## src/rtl/tap_pkg.sv

```systemverilog
// tap_pkg: shared types and constants for the JTAG TAP controller.
//   tap_state_t  - 16 TAP states with the fixed IEEE-style 4-bit encoding
//   instr_sel_t  - data register selected by the decoded instruction
//   *_DEF        - default IDCODE value and opcodes
//   decode_instr - maps the IR parallel output onto a data register select
package tap_pkg;

  typedef enum logic [3:0] {
    TLR   = 4'hF,
    RTI   = 4'hC,
    SelDR = 4'h7,
    CapDR = 4'h6,
    ShDR  = 4'h2,
    Ex1DR = 4'h1,
    PauDR = 4'h3,
    Ex2DR = 4'h0,
    UpdDR = 4'h5,
    SelIR = 4'h4,
    CapIR = 4'hE,
    ShIR  = 4'hA,
    Ex1IR = 4'h9,
    PauIR = 4'hB,
    Ex2IR = 4'h8,
    UpdIR = 4'hD
  } tap_state_t;

  typedef enum logic [1:0] {
    SEL_IDCODE,
    SEL_BYPASS,
    SEL_USER
  } instr_sel_t;

  localparam logic [31:0] IDCODE_VALUE_DEF = 32'h1000_0001;
  localparam logic [7:0]  IDCODE_OP_DEF    = 8'h00;
  localparam logic [7:0]  USER_OP_DEF      = 8'h02;
  localparam logic [7:0]  BYPASS_OP_DEF    = 8'hFF;

  // An explicit BYPASS opcode wins; anything not recognised also falls to BYPASS.
  function automatic instr_sel_t decode_instr(input logic [7:0] ir,
                                              input logic [7:0] idcode_op,
                                              input logic [7:0] user_op,
                                              input logic [7:0] bypass_op);
    if (ir == bypass_op)      return SEL_BYPASS;
    else if (ir == idcode_op) return SEL_IDCODE;
    else if (ir == user_op)   return SEL_USER;
    return SEL_BYPASS;
  endfunction

endpackage

```

## src/rtl/tap_fsm.sv

```systemverilog
// tap_fsm: 16-state TAP state machine clocked by TCLK, steered by TMS.
// Ports:
//   TCLK, TRESETN (async active-low), TMS   - clock, reset, mode select
//   state_o                                  - current state
//   capture/shift/update_ir_o, _dr_o         - Moore strobes from state
//   tlr_o, rti_o                             - Test-Logic-Reset / Run-Test/Idle
module tap_fsm
  import tap_pkg::*;
(
  input  logic       TCLK,
  input  logic       TRESETN,
  input  logic       TMS,
  output tap_state_t state_o,
  output logic       capture_ir_o,
  output logic       shift_ir_o,
  output logic       update_ir_o,
  output logic       capture_dr_o,
  output logic       shift_dr_o,
  output logic       update_dr_o,
  output logic       tlr_o,
  output logic       rti_o
);

  tap_state_t state_q, state_d;

  always_ff @(posedge TCLK or negedge TRESETN) begin
    if (!TRESETN) state_q <= TLR;
    else          state_q <= state_d;
  end

  always_comb begin
    state_d      = state_q;
    capture_ir_o = 1'b0;
    shift_ir_o   = 1'b0;
    update_ir_o  = 1'b0;
    capture_dr_o = 1'b0;
    shift_dr_o   = 1'b0;
    update_dr_o  = 1'b0;
    tlr_o        = 1'b0;
    rti_o        = 1'b0;
    case (state_q)
      TLR:   begin state_d = TMS ? TLR   : RTI;   tlr_o = 1'b1; end
      RTI:   begin state_d = TMS ? SelDR : RTI;   rti_o = 1'b1; end
      SelDR: state_d = TMS ? SelIR : CapDR;
      CapDR: begin state_d = TMS ? Ex1DR : ShDR;  capture_dr_o = 1'b1; end
      ShDR:  begin state_d = TMS ? Ex1DR : ShDR;  shift_dr_o   = 1'b1; end
      Ex1DR: state_d = TMS ? UpdDR : PauDR;
      PauDR: state_d = TMS ? Ex2DR : PauDR;
      Ex2DR: state_d = TMS ? UpdDR : ShDR;
      UpdDR: begin state_d = TMS ? SelDR : RTI;   update_dr_o  = 1'b1; end
      SelIR: state_d = TMS ? TLR   : CapIR;
      CapIR: begin state_d = TMS ? Ex1IR : ShIR;  capture_ir_o = 1'b1; end
      ShIR:  begin state_d = TMS ? Ex1IR : ShIR;  shift_ir_o   = 1'b1; end
      Ex1IR: state_d = TMS ? UpdIR : PauIR;
      PauIR: state_d = TMS ? Ex2IR : PauIR;
      Ex2IR: state_d = TMS ? UpdIR : ShIR;
      UpdIR: begin state_d = TMS ? SelDR : RTI;   update_ir_o  = 1'b1; end
      default: state_d = TLR;
    endcase
  end

  assign state_o = state_q;

endmodule

```

## src/rtl/tap_ctrl.sv

```systemverilog
// tap_ctrl: JTAG TAP controller top. Wraps tap_fsm, decodes the external
// 8-bit IR, holds the IDCODE and BYPASS data registers and registers TDO.
// Ports:
//   TCLK, TRESETN (async active-low), TMS, TDI  - JTAG pins
//   IRPO[7:0], IRSO                              - external IR parallel/serial out
//   UserSO                                       - external user DR serial out
//   CaptureIR/ShiftIR/UpdateIR                   - IR strobes
//   CaptureDR/ShiftDR/UpdateDR                   - DR strobes (not gated by select)
//   UserSel                                      - USER instruction decoded
//   TestLogicReset, RunTestIdle, State[3:0]      - state visibility
//   TDO, TDOEn                                   - registered serial out + valid
// IDCODE_VALUE bit 0 must be 1 so a chain scan can tell IDCODE from BYPASS.
module tap_ctrl
  import tap_pkg::*;
#(
  parameter logic [31:0] IDCODE_VALUE = IDCODE_VALUE_DEF,
  parameter logic [7:0]  IDCODE_OP    = IDCODE_OP_DEF,
  parameter logic [7:0]  USER_OP      = USER_OP_DEF,
  parameter logic [7:0]  BYPASS_OP    = BYPASS_OP_DEF
)(
  input  logic       TCLK,
  input  logic       TRESETN,
  input  logic       TMS,
  input  logic       TDI,
  input  logic [7:0] IRPO,
  input  logic       IRSO,
  input  logic       UserSO,
  output logic       CaptureIR,
  output logic       ShiftIR,
  output logic       UpdateIR,
  output logic       CaptureDR,
  output logic       ShiftDR,
  output logic       UpdateDR,
  output logic       UserSel,
  output logic       TestLogicReset,
  output logic       RunTestIdle,
  output logic [3:0] State,
  output logic       TDO,
  output logic       TDOEn
);

  tap_state_t state;
  instr_sel_t sel;

  logic [31:0] idcode_q, idcode_d;
  logic        bypass_q, bypass_d;
  logic        tdo_q, tdo_d;
  logic        tdoen_q, tdoen_d;
  logic        dr_so;

  tap_fsm u_fsm (
    .TCLK         (TCLK),
    .TRESETN      (TRESETN),
    .TMS          (TMS),
    .state_o      (state),
    .capture_ir_o (CaptureIR),
    .shift_ir_o   (ShiftIR),
    .update_ir_o  (UpdateIR),
    .capture_dr_o (CaptureDR),
    .shift_dr_o   (ShiftDR),
    .update_dr_o  (UpdateDR),
    .tlr_o        (TestLogicReset),
    .rti_o        (RunTestIdle)
  );

  assign State   = state;
  assign sel     = decode_instr(IRPO, IDCODE_OP, USER_OP, BYPASS_OP);
  assign UserSel = (sel == SEL_USER);

  always_comb begin
    idcode_d = idcode_q;
    bypass_d = bypass_q;
    if (sel == SEL_IDCODE) begin
      if (state == CapDR)     idcode_d = IDCODE_VALUE;
      else if (state == ShDR) idcode_d = {TDI, idcode_q[31:1]};
    end
    // BYPASS is only observable when selected, so it runs unconditionally.
    if (state == CapDR)     bypass_d = 1'b0;
    else if (state == ShDR) bypass_d = TDI;
  end

  always_comb begin
    case (sel)
      SEL_IDCODE: dr_so = idcode_q[0];
      SEL_USER:   dr_so = UserSO;
      default:    dr_so = bypass_q;
    endcase
  end

  // TDO takes the pre-shift serial bit on each shift edge and holds otherwise.
  always_comb begin
    tdo_d   = tdo_q;
    tdoen_d = 1'b0;
    if (state == ShIR) begin
      tdo_d   = IRSO;
      tdoen_d = 1'b1;
    end else if (state == ShDR) begin
      tdo_d   = dr_so;
      tdoen_d = 1'b1;
    end
  end

  always_ff @(posedge TCLK or negedge TRESETN) begin
    if (!TRESETN) begin
      idcode_q <= IDCODE_VALUE;
      bypass_q <= 1'b0;
      tdo_q    <= 1'b0;
      tdoen_q  <= 1'b0;
    end else begin
      idcode_q <= idcode_d;
      bypass_q <= bypass_d;
      tdo_q    <= tdo_d;
      tdoen_q  <= tdoen_d;
    end
  end

  assign TDO   = tdo_q;
  assign TDOEn = tdoen_q;

endmodule

```

## config.mk

```make
export PLATFORM = sky130hd
export DESIGN_NAME = tap_ctrl
export DESIGN_NICKNAME = d
export VERILOG_FILES = /design/src/rtl/tap_pkg.sv /design/src/rtl/tap_fsm.sv /design/src/rtl/tap_ctrl.sv
export SDC_FILE = /design/constraint.sdc
export NUM_CORES = 1
export LEC_CHECK = 0
export CORE_AREA = 2 2 56 79
export DETAILED_ROUTE_END_ITERATION = 10
export DIE_AREA = 0 0 58 81
export PLACE_DENSITY = 0.74
export SYNTH_ARGS = -nofsm -noshare
export SYNTH_HDL_FRONTEND = slang
export SYNTH_SLANG_ARGS = --single-unit
```

## constraint.sdc

```tcl
create_clock -name TCLK -period 1.8 [get_ports TCLK]
set_input_delay 0.36 -clock TCLK [delete_from_list [all_inputs] [get_ports TCLK]]
set_output_delay 0.36 -clock TCLK [all_outputs]
set_load 0.03 [all_outputs]
```

* After elaboration in Yosys (flattened, before gate mapping) *
Cells that the tools add are included.

storage, ports and cells
  bits in registers = 39
  output and inout port bits = 15
  logic and storage cells = 68

cells by class
  reductions and logical operators = 9
  multiplexer cells = 36
  equality and inequality tests = 18

operators by type and width
  cell                                                  number
  two-way mux 32 bit                                    2
  one-hot mux 4 bit (12 select lines)                   1
  equality test 4 bit (second input constant)           8
  two-way mux 2 bit                                     10
  two-way mux 1 bit                                     17
  equality test 4 x 3 -> 1 bit (second input constant)  4
  two-way mux 3 bit                                     4
  equality test 4 x 2 -> 1 bit (second input constant)  2
  equality test 8 x 2 -> 1 bit (second input constant)  1
  equality test 8 bit (second input constant)           1
  zero test 8 bit                                       1
  equality test 4 x 1 -> 1 bit (second input constant)  1
  zero test 4 bit                                       1
  two-way mux 4 bit                                     1
  nonzero test 2 bit                                    2
  OR reduction 2 bit                                    2
  OR reduction 3 bit                                    1
  equality test 2 bit (second input constant)           1
  zero test 2 bit                                       1
  one-hot mux 1 bit (2 select lines)                    1
  AND reduction 2 bit                                   1

* Depth between registers and ports, before layout *
Gate-level depths: netlist (run 1).

  depth in word-level cells = 9
  depth in mapped cells = 5
  gate-level depth less buffers = 3

* Hierarchy *
From an unflattened synthesis (run 1), not the netlist that was laid out.

unflattened totals
  cell total of the unflattened synthesis = 155
  area total of the unflattened synthesis = 2004.4 um^2

by module, submodules not included
  module    area an instance (um^2)  cells each  instances
  tap_ctrl  1724.2                   122         1
  tap_fsm   280.3                    33          1

* Worst setup path after synthesis (run 1) *
OpenSTA, ideal clock, no wires.

  path type = reg-to-output
  from = register u_fsm.state_q[2], in the netlist u_fsm.state_o[2]
  to = output UpdateDR
  cell stages (with the launch flop) = 4
  path buffers = 1
  path slack = -0.569 ns
  arrival = 2.009 ns
  cells stage by stage = dfstp_2 > buf_2 > inv_1 > nor4b_1

on the way
  word-level cells in the longest chain between the ends = 2

RTL lines
  item                          line            RTL
  start, declared               tap_fsm.sv:24   tap_state_t state_q, state_d;
  start signal, assigned        tap_fsm.sv:28   else state_q <= state_d;
  equality test 4 x 3 -> 1 bit  tap_fsm.sv:41   case (state_q)
  two-way mux 1 bit             tap_fsm.sv:41
  end, declared                 tap_ctrl.sv:33  output logic UpdateDR,

No other way between the ends.

* Final worst setup path (run 1) *
  from = register u_fsm.state_q[1], in the netlist u_fsm.state_o[1]
  to = output ShiftDR

on the way
  word-level cells in the longest chain between the ends = 2

RTL lines
  item                          line            RTL
  equality test 4 x 2 -> 1 bit  tap_fsm.sv:41
  two-way mux 1 bit             tap_fsm.sv:41
  end, declared                 tap_ctrl.sv:32  output logic ShiftDR,

No other way between the ends.

==> results.json, run 1 <==
{
  "combPwrFrac_pct": 42.0,
  "violations": "negative setup slack",
  "core.rowCount": 28,
  "antenna_cells": 0,
  "drive_gt1_share_pct": 46.3,
  "sequentialPowerShare_pct": 34.2,
  "cts_sinks": 39,
  "syn_area_sq_um": 2000,
  "endpoint_kind": "output pin",
  "antenna_left": 0,
  "hpwl_mm": 2.43,
  "peakVddDrop_mv": 1.32,
  "final_cell_mix": "dfrtp_1 (33), nor2b_1 (29), mux2_4 (28)",
  "cts_buffers": 5,
  "grt_pass1_vias": 1350,
  "vias": 1277,
  "avgViaCountPerCell": 5.15,
  "clock_path_buffers": 2,
  "final_common_cell": "dfrtp_1",
  "die_w_microns": 58,
  "status": "complete, but fails checks",
  "io_pins": 29,
  "setup_viol": 4,
  "critPathTopFamily": "flip-flops",
  "slowest_stage": "dfstp_2",
  "worstSkewPairLatency_ns": 0.29,
  "grt_max_degree": 40,
  "syn2layout_area_growth_pct": 33.7,
  "die_area_sq_um": 4700,
  "setup_ws_ns": -0.0818,
  "syn_inst": 155,
  "drcViolationCount": 0,
  "hold_buffers": 0,
  "drt-wirelength-per-cell_microns": 15.6,
  "dr.pass1.iters": 4,
  "numPortBuffers": 28,
  "p_total_mw": 3.14,
  "final_util_pct": 65.6,
  "root_buffer": "clkbuf_8",
  "cts_tree": "done",
  "drv_cap": 0,
  "fp.dieH_microns": 81,
  "htree_levels": 2,
  "yosysSeqAreaShare_pct": 49.3,
  "rsz0062_at_grt": "true",
  "skew_ns": 0.00865,
  "syn_avg_cell_area_sq_um": 12.9,
  "timing.hold.ws_ns": 0.447,
  "finalCritPeriodShare_pct": 105,
  "synth.distinct_cells": 30,
  "path_cells": "or4b_4 -> inv_2 -> buf_6",
  "grt_pass1_wl_mm": 6.36,
  "worstSetupStartpointType": "flop",
  "crit_path_max_fanout": 5,
  "antenna_found_initial": 0,
  "p_int_mw": 2.01,
  "start_util_pct": 49.1,
  "switching_share_pct": 36.1,
  "min_period_ns": 1.88,
  "crit_required_ns": 1.44,
  "relSlewSlack_pct": 78.5,
  "tightest_slew_ns": 0.321,
  "fmax_ghz": 0.531,
  "path_class": "flop to output pin",
  "slowest_delay_ns": 0.58,
  "yosys_warnings": 0,
  "grt-ovfl-total": 0,
  "synth_seq_cells": 39,
  "p_per_area_nw_per_um2": 1180,
  "gp_congestion": 0.706,
  "power_frac_clock_pct": 23.9,
  "detail_route.iter0.violations": 30,
  "synth_nets": 169,
  "hold_viol_final": 0,
  "slew_viol_final": 0,
  "nets": 216,
  "clk_pin_slew_ns": 0.07,
  "min_path_type": "input port to asynchronous set/reset pin",
  "crit_arrival_ns": 1.52,
  "cellLeakagePower_nw": 1.40,
  "routed_wl_mm": 3.87,
  "critical_path_buf_inv_count": 2,
  "core_area_sq_um": 4060,
  "p_sw_mw": 1.13,
  "grt_usage_pct": 17.6
}
[metrics by stage]
| step | std cells | TNS, ns | area (sq um) | setup WS [ns] |
|---|---|---|---|---|
| global route | 248 | -0.470 | 2670 | -0.138 |
| detailed placement | 229 | -6.03 | 2390 | -0.210 |
| CTS | 242 | -0.206 | 2590 | -0.0952 |
| global placement | 229 | -4.68 | 2390 | -0.154 |
| finish | 248 | -0.134 | 2670 | -0.0818 |
| floorplan | 155 | -0.266 | 2030 | -0.137 |
[kinds of logic (layout without fill, tap and decap cells)]
group           Yosys count  after routing  share of synthesized area (%)
compound gates            9              9                           3.01
mux                      36             36                           25.3
buf+inv                  15             63                           4.08
simple gates             56             56                           18.3
flops                    39             39                           49.3
[power groups by stage]
stage / sequential, mW / combinational, mW / clock [mW]
2_1_floorplan: 1.18 / 0.583 / 0
3_3_place_gp: 1.07 / 1.04 / 0
3_5_place_dp: 1.08 / 1.06 / 0
4_1_cts: 1.06 / 1.19 / 0.770
5_1_grt: 1.09 / 1.42 / 0.802
6_report: 1.07 / 1.32 / 0.750
[metal layers]
layer	wire length, microns	part of all wire (%)	up-vias	track usage, %
met5	0	0	-	0
met4	31	0.80	0	3.49
met3	147	3.8	5	4.78
met2	2050	53	20	30.1
met1	1640	42	636	22.4
li1	-	-	616	-
[worst reg2reg max path, stage by stage, from the launching register on]
cell	delay [ns]
dfstp_2	0.58
nor3b_2	0.25
nand4b_2	0.17
buf_12	0.22
mux2_4	0.34
[state kept, by name, summed over array words and instances (netlist names)]
register and count:
bypass_q 1, TDO 1, idcode_q 32, TDOEn 1, u_fsm.state_o 4
[final timing paths]
kind                                  start      endpoint  slack, ns  cells after the start
setup reg to reg           u_fsm.state_o[1]  idcode_q[25]       0.13                      4
max in group asynchronous           TRESETN  idcode_q[28]       1.09                      2
setup / recovery           u_fsm.state_o[1]       ShiftDR      -0.08                      3
hold reg to reg                 idcode_q[0]   idcode_q[0]       0.47                      2
min in group TCLK               idcode_q[0]   idcode_q[0]       0.47                      2
hold / removal                      TRESETN         TDOEn       0.45                      2
[cell usage after synthesis]
cell / count / area share [%]
dfrtp_1: 33 / 41
nor2b_1: 29 / 9.1
mux2_4: 28 / 21
dfstp_2: 6 / 7.9
nor2_1: 6 / 1.1
clkbuf_1: 5 / 0.94
inv_1: 5 / 0.94
mux2_2: 4 / 2.3
mux2i_1: 4 / 2.0
nand2_1: 4 / 0.75
nor3_1: 4 / 1.0
buf_6: 3 / 1.7
nor3b_1: 3 / 1.1
a21oi_1: 2 / 0.50
buf_2: 2 / 0.50
nand2b_1: 2 / 0.63
o21ai_0: 2 / 0.50
a211oi_1: 1 / 0.38
a21boi_0: 1 / 0.38
a21o_1: 1 / 0.38
a41oi_1: 1 / 0.44
and2_1: 1 / 0.31
and3_2: 1 / 0.38
and4b_1: 1 / 0.50
nand4b_2: 1 / 0.75
nor3b_2: 1 / 0.63
nor4_4: 1 / 1.1
nor4b_1: 1 / 0.44
o221ai_1: 1 / 0.44
or4b_1: 1 / 0.50
[area by class of cell]
cell class	count	area [sq um]
Fill cell	278	1400
Multi-Input combinational cell	101	1000
Sequential cell	39	983
Timing Repair Buffer	50	487
Clock buffer	6	82.6
Tap cell	45	56.3
Clock inverter	2	35.0
Inverter	5	18.8
[timing repair]
action | in CTS | in global routing
gates resized for setup | 18 | 9
setup endpoints to repair | 12 | 10
buffers inserted | 5 | 6
pin swaps | 2 | 2
gates cloned | 0 | 0
No activity file was read; power rests on OpenSTA's default activity.
==> inputs of run 2 (changes only) <==
--- a/config.mk
+++ b/config.mk
@@ -5,10 +5,11 @@
 export SDC_FILE = /design/constraint.sdc
 export NUM_CORES = 1
 export LEC_CHECK = 0
-export CORE_AREA = 2 2 56 79
+export CORE_AREA = 2 2 55 78
 export DETAILED_ROUTE_END_ITERATION = 10
-export DIE_AREA = 0 0 58 81
-export PLACE_DENSITY = 0.74
+export DIE_AREA = 0 0 57 80
+export PLACE_DENSITY = 0.77
 export SYNTH_ARGS = -nofsm -noshare
 export SYNTH_HDL_FRONTEND = slang
+export SYNTH_HIERARCHICAL = 1
 export SYNTH_SLANG_ARGS = --single-unit
==> run 2 against run 1 <==
Net effect: the flow now finishes without violations; clock power is 20% lower; via count is 5.1% higher; utilization is 3.6 points higher; worst setup slack better by 0.11 ns; non-clock buffer count is 2 higher; combinational power is 5% higher; clock-buffer cell count stayed put; critical endpoint is now UpdateIR; largest cell class unchanged; highest routed layer unchanged.
==> results.json, run 2 <==
{
  "status": "finished, final reports clean",
  "antenna_cells": 0,
  "yosysMostFrequentCell": "dfrtp_1",
  "numPortBuffers": 28,
  "fin_cells": 248,
  "relSlewSlack_pct": 68.4,
  "fill_cells": 286,
  "grt_max_degree": 40,
  "syn_area_sq_um": 2000,
  "final_util_pct": 69.3,
  "nets": 219,
  "highest_layer": "met4",
  "hold_viol_final": 0,
  "dp_cells": 227,
  "slew_viol_final": 0,
  "crit_arrival_ns": 1.42,
  "fp.dieH_microns": 80,
  "core.rowCount": 27,
  "synth-edff-count": 0,
  "hold_buffers": 0,
  "cts_sinks": 39,
  "endpoint_kind": "output pin",
  "worstSetupStartpointType": "flop",
  "vias": 1342,
  "p_per_area_nw_per_um2": 1150,
  "cts_tree": "done",
  "root_buffer": "clkbuf_8",
  "peakVddDrop_mv": 1.16,
  "yosys_warnings": 6,
  "setup_viol": 0,
  "largest_reg_flops": 32,
  "final_common_cell": "dfrtp_1",
  "regMostFlops": "idcode_q",
  "grt_pass1_wl_mm": 6.95,
  "min_path_type": "input port to asynchronous set/reset pin",
  "routed_wl_mm": 4.20,
  "drcViolationCount": 0,
  "avgViaCountPerCell": 5.41,
  "tightest_slew_ns": 0.473,
  "synth_seq_cells": 39,
  "core_area_sq_um": 3850,
  "path_class": "flop to output pin",
  "fmax_ghz": 0.563,
  "grt-ovfl-total": 0,
  "synth_top_area_share_pct": 41.2,
  "yosys-top-cells-count": "dfrtp_1 (33), nor2b_1 (29), mux2_4 (28)",
  "antenna_found_initial": 0,
  "final_cell_mix": "dfrtp_1 (33), nor2b_1 (29), mux2_4 (28)",
  "rsz0062_at_grt": "true",
  "grt_pass1_vias": 1470,
  "gp_congestion": 0.741,
  "hpwl_mm": 2.52,
  "placed_cell_area_sq_um": 2350,
  "synth.distinct_cells": 32,
  "ys.flop_type": "dfrtp_1",
  "finalCritPeriodShare_pct": 98.7,
  "syn_avg_cell_area_sq_um": 12.9,
  "worstSkewPairLatency_ns": 0.29,
  "final-seq-area_sq_um": 983,
  "ys_top_cells_by_area": "dfrtp_1 (41%), mux2_4 (21%), nor2b_1 (9.1%)",
  "skew_ns": 0.00588,
  "met1_length_mm": 1.85,
  "detail_route.iter0.violations": 11,
  "crit_path_max_fanout": 5,
  "cellLeakagePower_nw": 1.36,
  "io_pins": 29,
  "crit_required_ns": 1.44,
  "drv_cap": 0,
  "min_period_ns": 1.78,
  "drt-wirelength-per-cell_microns": 16.9,
  "wl_met2_mm": 2.08,
  "synth_nets": 169,
  "clk_pin_slew_ns": 0.08,
  "ff2ff_setup_slack_ns": 0.06,
  "syn_inst": 155,
  "drive_gt1_share_pct": 46.3,
  "clock_path_buffers": 2,
  "finalSetupTns_ns": 0,
  "htree_levels": 2,
  "async_flop_share_pct": 100,
  "design_area_sq_um": 2670,
  "syn2layout_area_growth_pct": 33.1,
  "grt_usage_pct": 19.9,
  "start_util_pct": 52.0,
  "multi_input_area_sq_um": 1010,
  "timing.hold.ws_ns": 0.101,
  "die_area_sq_um": 4560,
  "synth_largest_area_cell": "dfrtp_1",
  "dr.pass1.iters": 4,
  "dr_wl_met3_microns": 185,
  "yosysSeqAreaShare_pct": 49.1,
  "die_w_microns": 57,
  "cts_buffers": 5,
  "antenna_left": 0
}
[run 2: critical path: stages, from the launching register on]
cell and delay, ns:
dfstp_2 0.57, buf_6 0.12, nand2_2 0.08, nor3b_2 0.17, buf_4 0.18
[run 2: repair_timing]
action / 4_1_cts / 5_1_grt
gates cloned: 0 / 3
pin swaps: 2 / 6
setup endpoints to repair: 12 / 38
buffers inserted: 8 / 3
gates resized for setup: 11 / 9
[run 2: stage by stage]
step	total power [mW]	setup slack [ns]
floorplan	1.75	-0.192
global placement	2.12	-0.200
detailed placement	2.16	-0.204
CTS	2.96	-0.00768
global route	3.20	-0.0266
finish	3.06	0.0235
[run 2: cell type report]
class / instances / share of cell area (%)
multi-input combinational: 103 / 37.7
tap: 43 / 2.02
clock buffer: 6 / 3.10
inverter: 4 / 0.563
sequential: 39 / 36.9
timing repair buffer: 52 / 19.6
clock inverter: 1 / 0.188
[run 2: path summary, 6_finish.rpt]
| path | startpoint | endpoint | depth (start not counted) |
|---|---|---|---|
| worst min-delay path | TRESETN | idcode_q[17] | 2 |
| worst min register to register | idcode_q[28] | idcode_q[28] | 2 |
| max in group asynchronous | TRESETN | idcode_q[0] | 2 |
| min in group TCLK | idcode_q[28] | idcode_q[28] | 2 |
| worst max-delay path | u_fsm/state_o[3] | UpdateIR | 4 |
| worst max register to register | u_fsm/state_o[1] | idcode_q[6] | 6 |
[run 2: power breakdown]
part | switching (mW) | internal [mW] | total (mW)
Sequential | 0.0806 | 0.985 | 1.07
Clock | 0.300 | 0.301 | 0.601
Combinational | 0.759 | 0.631 | 1.39
[run 2: cell families (layout without fill, tap and decap cells)]
logic type | Yosys count | after routing | share of synthesized area (%)
AO/OA/AOI/OAI | 9 | 9 | 3.12
flip-flops | 39 | 39 | 49.1
multiplexers | 36 | 36 | 25.3
AND/OR/NAND/NOR | 58 | 58 | 18.5
buffers and inverters | 13 | 63 | 4.06
[run 2: per-layer routing]
layer / global-route usage, % / vias to the layer above
met3: 4.54 / 10
met5: 0 / -
li1: - / 626
met2: 33.8 / 38
met4: 8.14 / 0
met1: 24.2 / 668
==> inputs of run 3 (changes only) <==
==> constraint.sdc (replaced) <==
create_clock -name TCLK -period 2 [get_ports TCLK]
set_input_delay 0.4 -clock TCLK [delete_from_list [all_inputs] [get_ports TCLK]]
set_output_delay 0.4 -clock TCLK [all_outputs]
set_load 0.03 [all_outputs]
==> run 3 against run 2 <==
Net effect: die area unchanged; worst setup slack improved by 0.049 ns; flip-flop and latch count unchanged; final cell count decreased by 4.8%; combinational power decreased by 33%; critical endpoint is now State[1]; largest power group is now sequential cells; highest routed layer unchanged.
==> results.json, run 3 (same netlist as run 2, synthesis figures left out) <==
{
  "cts_tree": "done",
  "start_util_pct": 52.0,
  "status": "finished, final reports clean",
  "path_class": "flop to output pin",
  "fmax_ghz": 0.519,
  "switching_share_pct": 35.2,
  "peakVddDrop_mv": 0.865,
  "worstSkewPairLatency_ns": 0.29,
  "slowest_delay_ns": 0.67,
  "grt_usage_pct": 16.7,
  "r2r-start": "u_fsm/state_o[3]",
  "drive_gt1_share_pct": 40.9,
  "r2r_cells": 6,
  "drcViolationCount": 0,
  "drv_cap": 0,
  "finalCritPeriodShare_pct": 96.4,
  "relSlewSlack_pct": 68.2,
  "critPathTopFamily": "buffers and inverters",
  "p_sw_uw": 908,
  "avgViaCountPerCell": 5.21,
  "hold_buffers": 0,
  "cellLeakagePower_nw": 1.25,
  "worstSetupStartpointType": "flop",
  "nets": 206,
  "die_area_sq_um": 4560,
  "power_frac_clock_pct": 26.0,
  "path_cells": "clkdlybuf4s50_1",
  "skew_ns": 0.00641,
  "rsz0062_at_grt": "false",
  "hold_viol_final": 0,
  "slew_viol_final": 0,
  "endpoint_kind": "output pin",
  "p_total_mw": 2.58,
  "critical_path_buf_inv_count": 1,
  "htree_levels": 2,
  "cts_sinks": 39,
  "final_common_cell": "dfrtp_1",
  "crit_path_max_fanout": 5,
  "final_cell_mix": "dfrtp_1 (33), nor2b_1 (29), mux2_4 (28)",
  "io_pins": 29,
  "routed_wl_mm": 3.45,
  "antenna_left": 0,
  "sequentialPowerShare_pct": 38.1,
  "combPwrFrac_pct": 35.9,
  "drt-wirelength-per-cell_microns": 14.6,
  "numPortBuffers": 28,
  "ff2ff_setup_slack_ns": 0.24,
  "p_int_mw": 1.67,
  "hpwl_mm": 2.22,
  "grt-ovfl-total": 0,
  "antenna_found_initial": 0,
  "grt_max_degree": 40,
  "cts_buffers": 5,
  "finalSetupTns_ns": 0,
  "tightest_slew_ns": 0.478,
  "post-place-ws_ns": -0.0312,
  "crit_arrival_ns": 1.53,
  "core_area_sq_um": 3850,
  "setup_viol": 0,
  "grt_pass1_wl_mm": 5.92,
  "root_buffer": "clkbuf_8",
  "gp_congestion": 0.705,
  "core.rowCount": 27,
  "vias": 1230,
  "antenna_cells": 0,
  "min_period_ns": 1.93,
  "largest_reg_flops": 32,
  "p_per_area_nw_per_um2": 1050,
  "syn2layout_area_growth_pct": 23.2,
  "die_w_microns": 57,
  "detail_route.iter0.violations": 28,
  "clock_path_buffers": 2,
  "crit_required_ns": 1.60,
  "dr.pass1.iters": 4,
  "regMostFlops": "idcode_q",
  "clk_pin_slew_ns": 0.08,
  "slowest_stage": "clkdlybuf4s50_1",
  "fp.dieH_microns": 80,
  "setup_ws_ns": 0.0721,
  "grt_pass1_vias": 1332,
  "rr_endpoint": "idcode_q[21]",
  "min_path_type": "input port to asynchronous set/reset pin"
}
## run 3: cell types whose count changed in the layout (fill, tap and decap cells not counted), moves of 2 or more
| cell | delta |
|---|---|
| clkbuf_16 | -2 |
| buf_4 | -3 |
| dlygate4sd2_1 | -3 |
| nor4b_4 | -2 |
| clkdlybuf4s50_1 | +4 |
| buf_12 | -2 |
| buf_6 | -6 |
## run 3: worst register-to-register path: cells and delay by family, from the launching register on
family | cells | cell delay (ns)
buffers and inverters | 3 | 0.53
flip-flops | 1 | 0.41
multiplexers | 1 | 0.33
AND/OR/NAND/NOR | 2 | 0.39
## run 3: area by class of cell
class	count	area, sq um
sequential	39	983
tap	43	53.8
multi-input combinational	103	956
fill	304	1380
inverter	4	15.0
timing repair buffer	39	343
clock inverter	2	35.0
clock buffer	6	82.6
## run 3: worst max path at each step
stage                     start      endpoint  slack, ns  cells after the start
6_report       u_fsm/state_o[1]      State[1]       0.07                      1
2_1_floorplan  u_fsm/state_o[3]   RunTestIdle      -0.03                      3
5_1_grt        u_fsm/state_o[1]      State[1]       0.02                      1
3_5_place_dp            IRPO[1]  idcode_q[25]      -0.03                      6
3_3_place_gp            IRPO[1]  idcode_q[12]      -0.04                      6
4_1_cts        u_fsm/state_o[2]      UpdateDR      0.003                      3
## run 3: power by group through the flow
stage / Clock, mW / Combinational, mW / Sequential [mW]
after floorplan: 0 / 0.496 / 1.08
after global placement: 0 / 0.846 / 1.02
after detailed placement: 0 / 0.859 / 1.02
after CTS: 0.691 / 0.848 / 1.01
after global routing: 0.726 / 1.00 / 0.996
final: 0.672 / 0.927 / 0.983
## run 3: per-stage QoR
| stage | instances | utilization [%] | hold slack [ns] | instance area, sq um |
|---|---|---|---|---|
| 2_1_floorplan | 155 | - | 0.104 | 2020 |
| 3_3_place_gp | 223 | 60.1 | 0.464 | 2320 |
| 3_5_place_dp | 223 | 60.1 | 0.474 | 2320 |
| 4_1_cts | 231 | 63.1 | 0.159 | 2430 |
| 5_1_grt | 236 | 64.1 | 0.182 | 2470 |
| 6_report | 236 | 64.1 | 0.148 | 2470 |
## run 3: repair_timing
action                                  4_1_cts  5_1_grt
endpoints found under the setup margin        2        4
gates resized for setup                       2        0
cloned                                        0        0
buffers inserted                              0        5
pin swaps                                     0        1
## run 3: metal layers
| layer | routed length (microns) | share of wire [%] | global-route usage, % |
|---|---|---|---|
| met4 | 23 | 0.67 | 5.58 |
| met3 | 168 | 4.9 | 5.35 |
| met5 | 0 | 0 | 0 |
| met1 | 1540 | 45 | 20.3 |
| met2 | 1710 | 50 | 27.6 |
